[src/rtl/rv32_mdu_pkg.sv]
// Shared types and constants for the iterative RV32M multiply/divide unit.
// The RV32_MDU_FAST_MUL_EN build option is consumed by rv32_mdu_iter.
package rv32_mdu_pkg;

  localparam int unsigned XLEN = 32;

  typedef enum logic [2:0] {
    OpMul    = 3'b000,
    OpMulh   = 3'b001,
    OpMulhsu = 3'b010,
    OpMulhu  = 3'b011,
    OpDiv    = 3'b100,
    OpDivu   = 3'b101,
    OpRem    = 3'b110,
    OpRemu   = 3'b111
  } mdu_op_e;

  typedef enum logic [1:0] {
    StIdle,
    StMul,
    StDiv,
    StDone
  } mdu_state_e;

  localparam logic [XLEN-1:0] DIV0_QUOT = 32'hFFFF_FFFF;

  // Two's-complement magnitude when the value is to be treated as negative.
  function automatic logic [XLEN-1:0] mag(input logic [XLEN-1:0] v, input logic neg);
    return neg ? -v : v;
  endfunction

endpackage

[src/rtl/mdu_div_step.sv]
// One restoring-division step: shift the next dividend bit into the partial
// remainder and subtract the divisor when it fits.
module mdu_div_step
  import rv32_mdu_pkg::*;
(
  input  logic [XLEN-1:0] rem_i,
  input  logic [XLEN-1:0] quot_i,
  input  logic [XLEN-1:0] divisor_i,
  output logic [XLEN-1:0] rem_o,
  output logic [XLEN-1:0] quot_o
);

  logic [XLEN:0] rem_sh;
  logic [XLEN:0] diff;

  // rem_i < divisor_i, so rem_sh < 2*divisor and bit XLEN of diff is a clean borrow flag.
  always_comb begin
    rem_sh = {rem_i, quot_i[XLEN-1]};
    diff   = rem_sh - {1'b0, divisor_i};
    if (!diff[XLEN]) begin
      rem_o  = diff[XLEN-1:0];
      quot_o = {quot_i[XLEN-2:0], 1'b1};
    end else begin
      rem_o  = rem_sh[XLEN-1:0];
      quot_o = {quot_i[XLEN-2:0], 1'b0};
    end
  end

endmodule

[src/rtl/rv32_mdu_iter.sv]
// Iterative RV32M multiply/divide unit with start/busy/done handshake.
// Define RV32_MDU_FAST_MUL_EN for a single-cycle combinational multiplier.
module rv32_mdu_iter
  import rv32_mdu_pkg::*;
(
  input  logic            clk,
  input  logic            rst_n,
  input  logic            start,
  input  logic [2:0]      op,
  input  logic [XLEN-1:0] opA,
  input  logic [XLEN-1:0] opB,
  output logic            busy,
  output logic            done,
  output logic [XLEN-1:0] result
);

  mdu_state_e          state_q, state_d;
  mdu_op_e             op_q, op_d;
  logic [4:0]          cnt_q, cnt_d;
  logic [2*XLEN-1:0]   prod_q, prod_d;
  logic [XLEN-1:0]     mcand_q, mcand_d;
  logic [XLEN-1:0]     divisor_q, divisor_d;
  logic [XLEN-1:0]     rem_q, rem_d;
  logic [XLEN-1:0]     quot_q, quot_d;
  logic                a_neg_q, a_neg_d;
  logic                b_neg_q, b_neg_d;
  logic [XLEN-1:0]     result_q, result_d;

  logic                a_sgn, b_sgn, a_neg, b_neg;
  logic [XLEN-1:0]     a_mag, b_mag;
  logic [XLEN:0]       mul_sum;
  logic [XLEN-1:0]     step_rem, step_quot;
  logic [2*XLEN-1:0]   prod_fix;
  logic [XLEN-1:0]     quot_fix, rem_fix, fix_res;

  // Operand signedness decoded from funct3 of the incoming request.
  always_comb begin
    a_sgn = op[2] ? ~op[0] : (op[1:0] != 2'b11);
    b_sgn = op[2] ? ~op[0] : ~op[1];
    a_neg = a_sgn & opA[XLEN-1];
    b_neg = b_sgn & opB[XLEN-1];
    a_mag = mag(opA, a_neg);
    b_mag = mag(opB, b_neg);
  end

`ifdef RV32_MDU_FAST_MUL_EN
  logic [2*XLEN-1:0] fast_a, fast_b, fast_prod;

  // Low 64 bits of the product of extended operands are exact for every signedness mix.
  assign fast_a    = {{XLEN{a_neg}}, opA};
  assign fast_b    = {{XLEN{b_neg}}, opB};
  assign fast_prod = fast_a * fast_b;
`endif

  assign mul_sum = {1'b0, prod_q[2*XLEN-1:XLEN]} + {1'b0, (prod_q[0] ? mcand_q : '0)};

  mdu_div_step u_div_step (
    .rem_i     (rem_q),
    .quot_i    (quot_q),
    .divisor_i (divisor_q),
    .rem_o     (step_rem),
    .quot_o    (step_quot)
  );

  // Sign fix-up of the magnitude results, evaluated while in StDone.
  always_comb begin
    prod_fix = (a_neg_q ^ b_neg_q) ? -prod_q : prod_q;
    quot_fix = mag(quot_q, a_neg_q ^ b_neg_q);
    rem_fix  = mag(rem_q, a_neg_q);
    if (!op_q[2]) begin
      fix_res = (op_q == OpMul) ? prod_fix[XLEN-1:0] : prod_fix[2*XLEN-1:XLEN];
    end else if (divisor_q == '0) begin
      // rem_q holds the raw dividend on the divide-by-zero path.
      fix_res = (op_q inside {OpRem, OpRemu}) ? rem_q : DIV0_QUOT;
    end else begin
      fix_res = (op_q inside {OpRem, OpRemu}) ? rem_fix : quot_fix;
    end
  end

  always_comb begin
    state_d   = state_q;
    op_d      = op_q;
    cnt_d     = cnt_q;
    prod_d    = prod_q;
    mcand_d   = mcand_q;
    divisor_d = divisor_q;
    rem_d     = rem_q;
    quot_d    = quot_q;
    a_neg_d   = a_neg_q;
    b_neg_d   = b_neg_q;
    result_d  = result_q;

    unique case (state_q)
      StIdle: begin
        if (start) begin
          op_d    = mdu_op_e'(op);
          cnt_d   = '0;
          a_neg_d = a_neg;
          b_neg_d = b_neg;
          if (op[2]) begin
            divisor_d = b_mag;
            quot_d    = a_mag;
            if (opB == '0) begin
              rem_d   = opA;
              state_d = StDone;
            end else begin
              rem_d   = '0;
              state_d = StDiv;
            end
          end else begin
`ifdef RV32_MDU_FAST_MUL_EN
            prod_d  = fast_prod;
            a_neg_d = 1'b0;
            b_neg_d = 1'b0;
            state_d = StDone;
`else
            mcand_d = a_mag;
            prod_d  = {{XLEN{1'b0}}, b_mag};
            state_d = StMul;
`endif
          end
        end
      end
      StMul: begin
        prod_d = {mul_sum, prod_q[XLEN-1:1]};
        cnt_d  = cnt_q + 5'd1;
        if (cnt_q == 5'd31) state_d = StDone;
      end
      StDiv: begin
        rem_d  = step_rem;
        quot_d = step_quot;
        cnt_d  = cnt_q + 5'd1;
        if (cnt_q == 5'd31) state_d = StDone;
      end
      StDone: begin
        result_d = fix_res;
        state_d  = StIdle;
      end
      default: state_d = StIdle;
    endcase
  end

  always_ff @(posedge clk or negedge rst_n) begin
    if (!rst_n) begin
      state_q   <= StIdle;
      op_q      <= OpMul;
      cnt_q     <= '0;
      prod_q    <= '0;
      mcand_q   <= '0;
      divisor_q <= '0;
      rem_q     <= '0;
      quot_q    <= '0;
      a_neg_q   <= 1'b0;
      b_neg_q   <= 1'b0;
      result_q  <= '0;
    end else begin
      state_q   <= state_d;
      op_q      <= op_d;
      cnt_q     <= cnt_d;
      prod_q    <= prod_d;
      mcand_q   <= mcand_d;
      divisor_q <= divisor_d;
      rem_q     <= rem_d;
      quot_q    <= quot_d;
      a_neg_q   <= a_neg_d;
      b_neg_q   <= b_neg_d;
      result_q  <= result_d;
    end
  end

  always_comb begin
    busy   = (state_q != StIdle);
    done   = (state_q == StDone);
    result = done ? fix_res : result_q;
  end

endmodule

[config.mk]
export PLATFORM = sky130hd
export DESIGN_NAME = rv32_mdu_iter
export DESIGN_NICKNAME = d
export VERILOG_FILES = /design/src/rtl/rv32_mdu_pkg.sv /design/src/rtl/mdu_div_step.sv /design/src/rtl/rv32_mdu_iter.sv
export SDC_FILE = /design/constraint.sdc
export NUM_CORES = 1
export LEC_CHECK = 0
export BUFFER_PORTS_ARGS = -buffer_cell sky130_fd_sc_hd__buf_2
export CORE_UTILIZATION = 45
export CTS_BUF_LIST = sky130_fd_sc_hd__clkbuf_4
export CTS_CLUSTER_SIZE = 16
export DETAILED_ROUTE_END_ITERATION = 10
export PLACE_DENSITY = 0.71
export SETUP_SLACK_MARGIN = 0.3
export SLEW_MARGIN = 10
export SYNTH_ARGS = -nofsm -noshare
export SYNTH_HDL_FRONTEND = slang
export SYNTH_SLANG_ARGS = --single-unit
[constraint.sdc]
create_clock -name clk -period 4.1 [get_ports clk]
set_input_delay 0.82 -clock clk [delete_from_list [all_inputs] [get_ports clk]]
set_output_delay 0.82 -clock clk [all_outputs]
set_load 0.02 [all_outputs]
# Yosys cells after proc, flatten, opt, wreduce, memory -nomap -nowiden
# Index checks and enable logic that the tools add are counted.
totals:
  output_inout_bits: 34
  wordCells: 86
  regBits: 236
classes:
  n_addsub: 8
  bitwise_logic: 6
  n_eq_ne: 11
  mux: 33
  reduce_logical: 17
op_table:
  columns: ["operator", "count"]
  rows:
  - ["$mux W32", 17]
  - ["$mux W64", 3]
  - ["$neg A32 Y32", 4]
  - ["$pmux W32 S2", 2]
  - ["$pmux W64 S2", 1]
  - ["$logic_not A32 Y1", 2]
  - ["$neg A64 Y64", 1]
  - ["$add A32 B32 Y33", 1]
  - ["$sub A33 B32 Y33", 1]
  - ["$reduce_and A3 Y1", 4]
  - ["$pmux W5 S2", 1]
  - ["$reduce_bool A2 Y1", 5]
  - ["$ne A2 B2 Y1 const B", 4]
  - ["$eq A3 B3 Y1 const B", 2]
  - ["$mux W2", 3]
  - ["$pmux W2 S3", 1]
  - ["$reduce_and A2 Y1", 3]
  - ["$add A5 B1 Y5 const B", 1]
  - ["$eq A5 B5 Y1 const B", 1]
  - ["$mux W5", 1]
  - ["$eq A2 B2 Y1 const B", 2]
  - ["$mux W1", 4]
  - ["$logic_not A3 Y1", 1]
  - ["$not A1 Y1", 3]
  - ["other kinds (6)", 7]

# Logic depth before layout (Yosys ltp)
# Gate-level depths: netlist (run 1).
depth:
  depth_word: 7
  mapped_depth: 14
  mapped_depth_nobuf: 13

# By module
# From an unflattened synthesis (run 1), not the netlist that was laid out.
hier_totals:
  hier_cells: 2384
  area_unflattened_um2: 19338.5
by_module_without_submodules:
  columns: ["module", "area_per_inst_um2", "instances", "seq_area_each_um2", "cells_per_inst"]
  rows:
  - ["rv32_mdu_iter", 16747.3, 1, 5905.7, 2048]
  - ["mdu_div_step", 2591.2, 1, 0.0, 336]

# Worst setup path after synthesis (run 1)
# OpenSTA, ideal clock, no wires.
synth_path:
  path_type: "reg-to-output"
  startpoint: "reg quot_q[9]"
  endpoint: "out result[29]"
  path_buffers: 1
  path_slack_ns: -0.254
  t_required_ns: 3.280
  arrival_ns: 3.534
  stages_incl_launch_ff: 11
  cell_sequence: "dfrtp_1 buf_6 or3_4 or4b_4 or4_1 or3_4 or2_4 o41ai_2 xnor2_1 o221ai_1 o32ai_1"
synth_between:
  elab_chain_cells: 6
synth_lines:
  columns: ["item", "line_no", "rtl"]
  rows:
  - ["start, declared", "rv32_mdu_iter.sv:24", "logic [XLEN-1:0] quot_q, quot_d;"]
  - ["start signal, assigned", "rv32_mdu_iter.sv:164", "quot_q <= quot_d;"]
  - ["$neg A32 Y32", "rv32_mdu_pkg.sv:29", "return neg ? -v : v;"]
  - ["$mux W32", "rv32_mdu_pkg.sv:29", null]
  - ["$mux W32", "rv32_mdu_iter.sv:76", "fix_res = (op_q inside {OpRem, OpRemu}) ? rem_fix : quot_fix;"]
  - ["$mux W32", "rv32_mdu_iter.sv:72", "end else if (divisor_q == '0) begin"]
  - ["$mux W32", "rv32_mdu_iter.sv:70", "if (!op_q[2]) begin"]
  - ["$mux W32", null, null]
  - ["end, declared", "rv32_mdu_iter.sv:14", "output logic [XLEN-1:0] result"]
# Every way passes these cells.

# Worst setup path in the final report (run 1)
layout_path:
  startpoint: "reg quot_q[11]"
  endpoint: "out result[29]"
# Same word-level chain as after synthesis.

==> summary.md, run 1 <==
| Metric | Value |
|---|---|
| Design area | 23400 µm² |
| Top post-synthesis cells by count | 296 x nand2_1, 239 x a21oi_1, 236 x dfrtp_1, 229 x o21ai_0, 182 x nor2_1 |
| Synth top area share | 0.312 |
| Mapped Cells | 2410 |
| Fill cells | 3737 |
| Num rows | 74 |
| Antenna violations before repair | 1 |
| Leading area contributor after synthesis | dfrtp_1 |
| Yosys warning count | 0 |
| Max-cap violations | 0 |
| H-tree levels | 3 |
| Endpoints failing setup | 33 |
| Setup CP Type | reg -> out |
| WP data required | 3.28 ns |
| Critical path's slowest cell | or4b_4 |
| Max Freq | 0.200 GHz |
| Number of enable flip-flop cells after synthesis | 0 |
| TritonCTS buffer count | 69 |
| Final min period | 5.01 ns |
| Critical path cell sequence | or3_4, or4b_4, or4_4, or3_4, or2_4, o41ai_4, xnor2_1, o221ai_1, o32ai_2, buf_4, buf_6 |
| Status | finished with violations |
| Die area | 42900 µm² |
| Count leader, synth | nand2_1 |
| Total GRT Usage | 0.351 |
| Clock sink total | 236 |
| Clock transition at path regs | 0.07 ns |
| Via count | 20600 |
| Critical Path Sink Type | primary output |
| Max Root-Sink Buffers | 3 |
| Multi-input logic area | 13200 µm² |
| Fraction of layout cells with a size suffix above 1 | 0.220 |
| Critical Path AT | 4.19 ns |
| Post-synthesis async set-or-reset flop share | 1.00 |
| Mapped Nets | 2557 |
| Drt via density | 6.40 |
| Distinct cell type count after synthesis | 82 |
| Top_reg_cell synth | dfrtp_1 |
| First-pass GRT wire length | 116000 µm |
| Post-Route WL | 76800 µm |
| Drt first-iter violations | 2559 |
| Port Buffers | 103 |
| Hpwl dp | 57200 µm |
| Finished Layout Cells | 3219 |
| Inst Count DP | 3048 |
| Nets | 2790 |
| Avg Inst Size Synth | 7.86 µm² |
| CTS tree | built |
| Max stage delay on crit path | 0.49 ns |
| Startpoint types | flip-flop |
| DIE WIDTH | 207 µm |
| P per Cell Area | 1020 nW/µm² |
| Final setup TNS | -14.82 ns |
| Clock latency on the worst-skew pair | 0.83 ns |
| Worst-path fanout max | 2 |
| Post-CTS Hold Buffers | 0 |
| Drt drc | 0 |
| Worst Slack Setup Final | -0.909 ns |
| Setup Skew | 0.0743 ns |
| Layout area overhead | 23.6% |
| ANT nets after route | 0 |
| Vias in the first global route | 19500 |
| Most area-consuming cells after synthesis | dfrtp_1 31%, a21oi_1 6.3%, o21ai_0 6.1% |
| Initial Utilization | 0.460 |
| Largest net degree at the start of global routing | 87 |
| Total power | 24.0 mW |
| Root Driver | clkbuf_4 |
| DR pass1 iterations | 6 |
| CORE AREA | 41200 µm² |
| IR drop worst, VDD | 0.437 mV |
| Top Ports | 104 |
| Register area share after synthesis | 0.312 |
| Hold Crit Class | in -> async |
| Slew Viols, Final | 0 |
| Hold Vio Cnt, Final | 0 |
| Placed Area | 20900 µm² |
| Total grt overflow | 0 |
| Cell Area, Synth | 18900 µm² |
| DR WL/cell | 23.9 µm |
| Pleak | 10.5 nW |
| Synthesized flop and latch total | 236 |
| Unrepaired setup endpoints after global routing | yes |
| Relative slew slack | 0.373 |
| Failing checks | setup timing |
| Routability cong. | 1.01 |
| Die Ht | 207 µm |
| Tcrit/Tclk final | 1.22 |
| Worst-Margin Slew | 0.937 ns |
| Most used cell, CP | or3_4 |
| Register area | 5910 µm² |
## stage by stage
stage	hold slack (ns)	utilization	worst slack [ns]
after floorplan	0.438	-	-0.0466
after global placement	0.457	0.508	-0.192
after detailed placement	0.464	0.508	-0.201
after CTS	0.0222	0.557	-1.02
after global routing	0.0351	0.568	-1.03
final	0.0353	0.568	-0.909
## power by group
part	total (mW)	leakage, nW	switching [mW]	internal (mW)
clock network	2.40	0.504	1.12	1.27
registers	4.81	2.92	1.40	3.41
logic	16.8	7.03	10.3	6.50
total	24.0	10.5	12.8	11.2
## registers in the layout (all words and copies together), names as in the netlist, 2 cells and up
register   cells
prod_q        64
quot_q        32
mcand_q       32
state_q        2
divisor_q     32
cnt_q          5
op_q           3
rem_q         32
result_q      32
## per-layer routing
metal	vias up	GRT usage	part of all wire
li1	9232	-	-
met1	10000	0.483	0.42
met2	1153	0.534	0.44
met3	203	0.0788	0.10
met4	0	0.136	0.039
met5	-	0	0
## path summary, 6_finish.rpt
path                            cells past startpoint                      end  slack, ns                     from
worst max-delay path                               11               result[29]      -0.91   quot_q[11]$_DFFE_PN0P_
worst min-delay path                                1    quot_q[5]$_DFFE_PN0P_       0.04                    rst_n
worst max register to register                     28    result_q[6]$_DFF_PN0_      -0.02   prod_q[10]$_DFFE_PN0P_
worst min register to register                      2  mcand_q[19]$_DFFE_PN0P_       0.48  mcand_q[19]$_DFFE_PN0P_
max in group asynchronous                           2    prod_q[4]$_DFFE_PN0P_       3.08                    rst_n
min in group clk                                    2      op_q[1]$_DFFE_PN0P_       0.35                    op[1]
## timing repair
item,CTS,global route
gates cloned,2,0
endpoints found under the hold margin,0,0
pin swaps,80,52
gates resized for setup,191,76
endpoints found under the setup margin,32,42
setup buffers,38,16
## area by class of cell
type                    count  area share
diodes                      1    0.000107
clock buffers              90      0.0289
clock inverters            24     0.00871
inverters                  83      0.0133
multi-input cells        1942       0.565
flip-flops and latches    236       0.252
well taps                 532      0.0284
repair buffers            311       0.104
## worst max-delay path, delay by kind of cell, from the launching register on
family | cells | cell delay (ns)
and+or+nand+nor | 5 | 1.89
AOI/OAI and AO/OA | 3 | 0.62
DFF | 1 | 0.38
buffers and inverters | 2 | 0.28
xor gates and xnor gates | 1 | 0.19
## cells in the final DEF, fill, tap and decap left out, drive strengths merged, types with 48 or more instances in the layout
cell type	n
nor2	182
xor2	99
clkbuf	90
ha	75
xnor2	121
and2	48
o21ai	230
dfrtp	236
a21oi	239
buf	311
nand2	296
inv	81
## kinds of logic (layout without fill, tap and decap cells)
| logic type | after synthesis | in the layout | share of synthesized area |
|---|---|---|---|
| mux | 38 | 38 | 0.0206 |
| other cells | 0 | 1 | 0 |
| flops | 236 | 236 | 0.312 |
| fa+ha+maj | 77 | 77 | 0.0517 |
| xor+xnor | 220 | 220 | 0.102 |
| simple gates | 794 | 796 | 0.198 |
| compound gates | 811 | 811 | 0.269 |
| buf+inv | 234 | 508 | 0.0468 |
Note: power is estimated with default switching activity, not from simulation.
==> run 2, diff against run 1 <==
--- a/config.mk
+++ b/config.mk
@@ -10,7 +10,7 @@
 export CTS_BUF_LIST = sky130_fd_sc_hd__clkbuf_4
 export CTS_CLUSTER_SIZE = 16
 export DETAILED_ROUTE_END_ITERATION = 10
-export PLACE_DENSITY = 0.71
+export PLACE_DENSITY = 0.69
 export SETUP_SLACK_MARGIN = 0.3
 export SLEW_MARGIN = 10
 export SYNTH_ARGS = -nofsm -noshare
==> constraint.sdc (replaced) <==
create_clock -name clk -period 6.2 [get_ports clk]
set_input_delay 1.24 -clock clk [delete_from_list [all_inputs] [get_ports clk]]
set_output_delay 1.24 -clock clk [all_outputs]
set_load 0.02 [all_outputs]
==> run 2 against run 1 <==
The flow now finishes without violations. Utilization down 6.6 points. Sequential power down 28%. Setup slack better by 1.4 ns. Worst hold slack better by 0.44 ns. Global-route usage down 1.9 points. Cell count down 5.5%. Routed wire length down 6.7%. Combinational power down 47%. Critical endpoint unchanged. Largest power group unchanged.
==> summary.md, run 2 (same netlist as run 1, synthesis figures left out) <==
| Metric | Value |
|---|---|
| Max Root-Sink Buffers | 3 (unchanged) |
| Post-CTS Hold Buffers | 0 (unchanged) |
| Total grt overflow | 0 (unchanged) |
| Root Driver | clkbuf_4 |
| Worst-Margin Slew | 1.17 ns (+0.228 ns) |
| Clock transition at path regs | 0.06 ns (about the same) |
| Setup Skew | 0.0761 ns (+0.00186 ns) |
| CTS tree | built |
| Fill cells | 4045 (+8.2%) |
| Via count | 19600 (-4.6%) |
| Antenna violations before repair | 2 (+1) |
| Num rows | 74 (unchanged) |
| DIE WIDTH | 207 µm (unchanged) |
| Hold path depth | 2 |
| Most frequent cells in the layout | 296 x nand2_1, 238 x a21oi_1, 236 x dfrtp_1 |
| Relative slew slack | 0.222 (-0.151) |
| IR drop worst, VDD | 0.348 mV (-20%) |
| Total power | 13.8 mW (-42%) |
| Largest net degree at the start of global routing | 112 (+29%) |
| Worst-path fanout max | 5 (+3) |
| Tcrit/Tclk final | 0.927 |
| Pleak | 9.21 nW (-12%) |
| Multi-input logic area | 12200 µm² (-7.3%) |
| Setup CP Type | reg -> out |
| Final setup TNS | 0 ns (+14.82 ns) |
| Critical Path AT | 4.51 ns (+0.32 ns) |
| Critical Path Sink Type | primary output |
| Hold Vio Cnt, Final | 0 (unchanged) |
| Die Ht | 207 µm (unchanged) |
| Fraction of layout cells with a size suffix above 1 | 0.110 (-0.110) |
| Drt first-iter violations | 2268 (-11%) |
| R2R setup slack | 1.97 ns (+1.99 ns) |
| Clock sink total | 236 (unchanged) |
| ANT nets after route | 0 (unchanged) |
| Worst reg2reg path depth | 11 (-61%) |
| Gate power share | 0.645 (-0.054) |
| Post-Route WL | 71700 µm (-6.7%) |
| H-tree levels | 3 (unchanged) |
| Top Ports | 104 (unchanged) |
| Total GRT Usage | 0.332 (-0.0190) |
| Fin util | 0.502 (-0.0659) |
| DR WL/cell | 23.6 µm (-1.2%) |
| Seq pwr share | 0.250 (+0.049) |
| First-pass GRT wire length | 110000 µm (-5.2%) |
| Nets | 2609 (-6.5%) |
| Unrepaired setup endpoints after global routing | no |
| Drt drc | 0 (unchanged) |
| WP data required | 4.96 ns (+1.68 ns) |
| Final min period | 5.75 ns |
| Port Buffers | 103 (unchanged) |
| Startpoint types | flip-flop |
| Routability cong. | 0.999 (-0.94%) |
| Drt via density | 6.46 (+1.0%) |
| Layout area overhead | 9.26% |
| Initial Utilization | 0.460 (unchanged) |
| P per Cell Area | 667 nW/µm² (-35%) |
| Net switching power figure | 7.60 mW (-41%) |
| Inst Count DP | 2921 (-4.2%) |
| Switching fraction of total power | 0.550 (+0.0168) |
| TritonCTS buffer count | 70 (+1.4%) |
| Int Power | 6.20 mW (-45%) |
| Hold Crit Class | reg -> reg |
| Max FFs per register | 64 (unchanged) |
| Slew Viols, Final | 0 (unchanged) |
| Clock latency on the worst-skew pair | 0.82 ns (about the same) |
| Die area | 42900 µm² (unchanged) |
| Clock power share | 0.105 (+0.005) |
| DR pass1 iterations | 6 (unchanged) |
| Finished Layout Cells | 3041 (-5.5%) |
| Status | completed |
| CORE AREA | 41200 µm² (unchanged) |
| Max-cap violations | 0 (unchanged) |
| Hpwl dp | 53500 µm (-6.6%) |
| Endpoints failing setup | 0 (-100%) |
| Register area | 5910 µm² (about the same) |
| Max Freq | 0.174 GHz |
| Commonest non-fill, non-tap cell in the layout | nand2_1 |
| Vias in the first global route | 18300 (-6.4%) |
| Biggest register | prod_q |
==> run 2: final cells by class <==
type / instances / area share
Multi-Input combinational cell: 1940 / 0.592
Sequential cell: 236 / 0.285
Timing Repair Buffer: 131 / 0.0362
Clock buffer: 98 / 0.0356
Tap cell: 532 / 0.0322
Inverter: 83 / 0.0151
Clock inverter: 18 / 0.00333
Antenna cell: 3 / 0.000363
==> run 2: repair_timing <==
item,in CTS,in global routing
pin swaps,0,1
setup endpoints to repair,1,5
gates resized for setup,1,4
buffers inserted,0,1
==> run 2: routing by layer <==
| layer | vias up | part of all wire | track usage | wire length [µm] |
|---|---|---|---|---|
| met5 | - | 0 | 0 | 0 |
| met4 | 0 | 0.036 | 0.121 | 2610 |
| met3 | 182 | 0.11 | 0.0846 | 7650 |
| met2 | 1073 | 0.43 | 0.496 | 30900 |
| met1 | 9525 | 0.43 | 0.461 | 30500 |
| li1 | 8865 | - | - | - |
==> run 2: through the flow <==
step | hold slack (ns) | instance area, µm² | setup slack (ns)
after CTS | 0.476 | 20700 | 0.404
after detailed placement | 0.461 | 19800 | 1.04
after global placement | 0.454 | 19800 | 1.05
after global routing | 0.493 | 20700 | 0.294
final | 0.472 | 20700 | 0.452
after floorplan | 0.438 | 18900 | 1.43
==> run 2: power by group through the flow <==
| stage | combinational [mW] | clock (mW) | sequential [mW] |
|---|---|---|---|
| global route | 9.67 | 1.56 | 3.50 |
| CTS | 8.68 | 1.47 | 3.37 |
| global placement | 8.54 | 0 | 3.35 |
| detailed placement | 8.63 | 0 | 3.38 |
| finish | 8.90 | 1.45 | 3.45 |
| floorplan | 6.43 | 0 | 2.81 |
==> run 2: worst max-delay path, cell delays in order (launching register included) <==
cell and delay [ns]:
dfrtp_1 0.43, or3_4 0.42, or4b_4 0.50, or4_1 0.43, or3_4 0.41, or2_4 0.27, o41ai_2 0.26, xnor2_1 0.19
o221ai_1 0.19, o32ai_2 0.41, buf_2 0.25
==> run 2: worst paths after layout <==
check,start,end
max in group asynchronous,rst_n,quot_q[7]$_DFFE_PN0P_
min in group asynchronous,rst_n,rem_q[4]$_DFFE_PN0P_
hold / removal,mcand_q[16]$_DFFE_PN0P_,mcand_q[16]$_DFFE_PN0P_
hold reg to reg,mcand_q[16]$_DFFE_PN0P_,mcand_q[16]$_DFFE_PN0P_
setup reg to reg,rem_q[4]$_DFFE_PN0P_,rem_q[18]$_DFFE_PN0P_
setup / recovery,quot_q[11]$_DFFE_PN0P_,result[29]
==> run 3, diff against run 2 <==
==> constraint.sdc (replaced) <==
create_clock -name clk -period 6.1 [get_ports clk]
set_input_delay 1.22 -clock clk [delete_from_list [all_inputs] [get_ports clk]]
set_output_delay 1.22 -clock clk [all_outputs]
set_load 0.02 [all_outputs]
==> run 3 against run 2 <==
Utilization up 0.27 points. Sequential power about the same. Cell count up 0.26%. Non-clock buffer count up 1. Cell area up 0.54%. Sequential share of layout area down 0.15 points. Largest power group unchanged. Clock skew down 0.024 ns. Die area unchanged. Global-route usage down 0.40 points. Sequential cell count unchanged.
==> summary.md, run 3 (same netlist as run 1, synthesis figures left out) <==
| Metric | Value |
|---|---|
| Setup Skew | 0.0524 ns (-0.0237 ns) |
| Unrepaired setup endpoints after global routing | yes |
| P per Cell Area | 681 nW/µm² (+2.2%) |
| Fill cells | 4009 (-0.89%) |
| DR WL/cell | 23.5 µm (-0.35%) |
| Largest net degree at the start of global routing | 109 (-2.7%) |
| DIE WIDTH | 207 µm (unchanged) |
| Total power | 14.2 mW (+2.7%) |
| Layout area overhead | 9.86% |
| Drt via density | 6.44 (-0.34%) |
| Final setup TNS | 0 ns (unchanged) |
| Biggest register | prod_q |
| Total grt overflow | 0 (unchanged) |
| Worst-path fanout max | 6 (+1) |
| Endpoints failing setup | 0 (unchanged) |
| Antenna violations before repair | 2 (unchanged) |
| Hold Vio Cnt, Final | 0 (unchanged) |
| Worst hold start | mcand_q[30]$_DFFE_PN0P_ |
| Via count | 19600 (-0.076%) |
| Status | completed |
| Top Ports | 104 (unchanged) |
| Worst reg2reg path depth | 11 (unchanged) |
| Relative slew slack | 0.159 (-0.0635) |
| IR drop worst, VDD | 0.350 mV (+0.42%) |
| Root Driver | clkbuf_4 |
| Clock latency on the worst-skew pair | 0.78 ns (-0.04 ns) |
| RR Endpoint | rem_q[18]$_DFFE_PN0P_ |
| TritonCTS buffer count | 72 (+2.9%) |
| Total GRT Usage | 0.328 (-0.00396) |
| Max FFs per register | 64 (unchanged) |
| Nets | 2612 (+0.11%) |
| Post-CTS Setup Repair Bufs | 0 (unchanged) |
| Die Ht | 207 µm (unchanged) |
| Hold Crit Class | reg -> reg |
| Slew Viols, Final | 0 (unchanged) |
| Most frequent cells in the layout | 296 x nand2_1, 238 x a21oi_1, 236 x dfrtp_1 |
| Register area | 5910 µm² (unchanged) |
| Drt first-iter violations | 2324 (+2.5%) |
| CTS tree | built |
| Hpwl dp | 53500 µm (+0.15%) |
| Setup CP Type | reg -> out |
| Tcrit/Tclk final | 0.948 |
| Routability cong. | 1.01 (+1.2%) |
| Fin util | 0.505 (+0.00273) |
| DR pass1 iterations | 8 (+2) |
| Startpoint types | flip-flop |
| ANT nets after route | 0 (unchanged) |
| WP data required | 4.88 ns (-0.08 ns) |
| Post-Route WL | 71600 µm (about the same) |
| Commonest non-fill, non-tap cell in the layout | nand2_1 |
| Final min period | 5.78 ns |
| Die area | 42900 µm² (unchanged) |
| Num rows | 74 (unchanged) |
| Critical Path AT | 4.56 ns (+0.05 ns) |
| Initial Utilization | 0.460 (unchanged) |
| Clock sink total | 236 (unchanged) |
| First-pass GRT wire length | 109000 µm (-1.4%) |
| Worst r2r src | rem_q[4]$_DFFE_PN0P_ |
| Critical Path Sink Type | primary output |
| Fraction of layout cells with a size suffix above 1 | 0.116 (+0.00632) |
| Drt drc | 0 (unchanged) |
| CORE AREA | 41200 µm² (unchanged) |
| Worst-Margin Slew | 1.26 ns (+0.0945 ns) |
| Vias in the first global route | 18400 (+0.85%) |
| Hold path depth | 2 (unchanged) |
| H-tree levels | 3 (unchanged) |
| Pleak | 9.28 nW (+0.82%) |
| R2R setup slack | 1.94 ns (-0.03 ns) |
| Max Freq | 0.173 GHz |
| Worst hold endpoint | mcand_q[30]$_DFFE_PN0P_ |
| Max-cap violations | 0 (unchanged) |
| Clock transition at path regs | 0.07 ns (about the same) |
| Multi-input logic area | 12300 µm² (about the same) |
| Port Buffers | 103 (unchanged) |
| Max Root-Sink Buffers | 3 (unchanged) |
## run 3: layer usage
metal	vias up	GRT usage	wire [µm]
met1	9451	0.448	29900
met5	-	0	0
met3	208	0.0807	7790
met2	1097	0.486	30700
li1	8874	-	-
met4	0	0.153	3210
## run 3: timing repair
action,CTS,global route
resized for setup,1,5
hold endpoints to repair,0,0
hold buffers,0,0
endpoints found under the setup margin,1,11
pin swaps,0,0
## run 3: area by class of cell
class	instances	share of cell area
Multi-Input combinational cell	1940	0.589
Sequential cell	236	0.284
Clock buffer	105	0.0379
Timing Repair Buffer	132	0.0357
Tap cell	532	0.0320
Inverter	83	0.0150
Clock inverter	20	0.00650
Antenna cell	1	0.000120
## run 3: worst max path at each step
stage          slack, ns                   start          to  depth (start not counted)
2_1_floorplan       1.35   quot_q[9]$_DFFE_PN0P_  result[29]                         10
4_1_cts             0.32  quot_q[10]$_DFFE_PN0P_  result[29]                         10
6_report            0.32  quot_q[10]$_DFFE_PN0P_  result[29]                         10
3_5_place_dp        0.98  quot_q[11]$_DFFE_PN0P_  result[29]                         10
5_1_grt             0.21  quot_q[10]$_DFFE_PN0P_  result[29]                         10
3_3_place_gp        0.98  quot_q[11]$_DFFE_PN0P_  result[29]                         10
## run 3: power by group
part | internal (mW) | switching [mW] | total, mW
clock network | 0.872 | 0.775 | 1.65
registers | 2.29 | 1.17 | 3.46
logic | 3.28 | 5.79 | 9.07
## run 3: stage by stage
| stage | hold WS (ns) | setup slack [ns] | cells | instance area, µm² |
|---|---|---|---|---|
| after floorplan | 0.438 | 1.35 | 2410 | 18900 |
| after global placement | 0.457 | 0.979 | 2923 | 19800 |
| after detailed placement | 0.457 | 0.976 | 2923 | 19800 |
| after CTS | 0.473 | 0.323 | 3048 | 20800 |
| after global routing | 0.497 | 0.210 | 3049 | 20800 |
| final | 0.473 | 0.319 | 3049 | 20800 |
## run 3: worst max-delay path, cell delays in order (launching register included)
cell and delay (ns):
dfrtp_1 0.45, or3_4 0.40, or4b_4 0.50, or4_1 0.43, or3_4 0.41, or2_4 0.27
o41ai_2 0.26, xnor2_1 0.19, o221ai_1 0.20, o32ai_2 0.45, buf_2 0.25
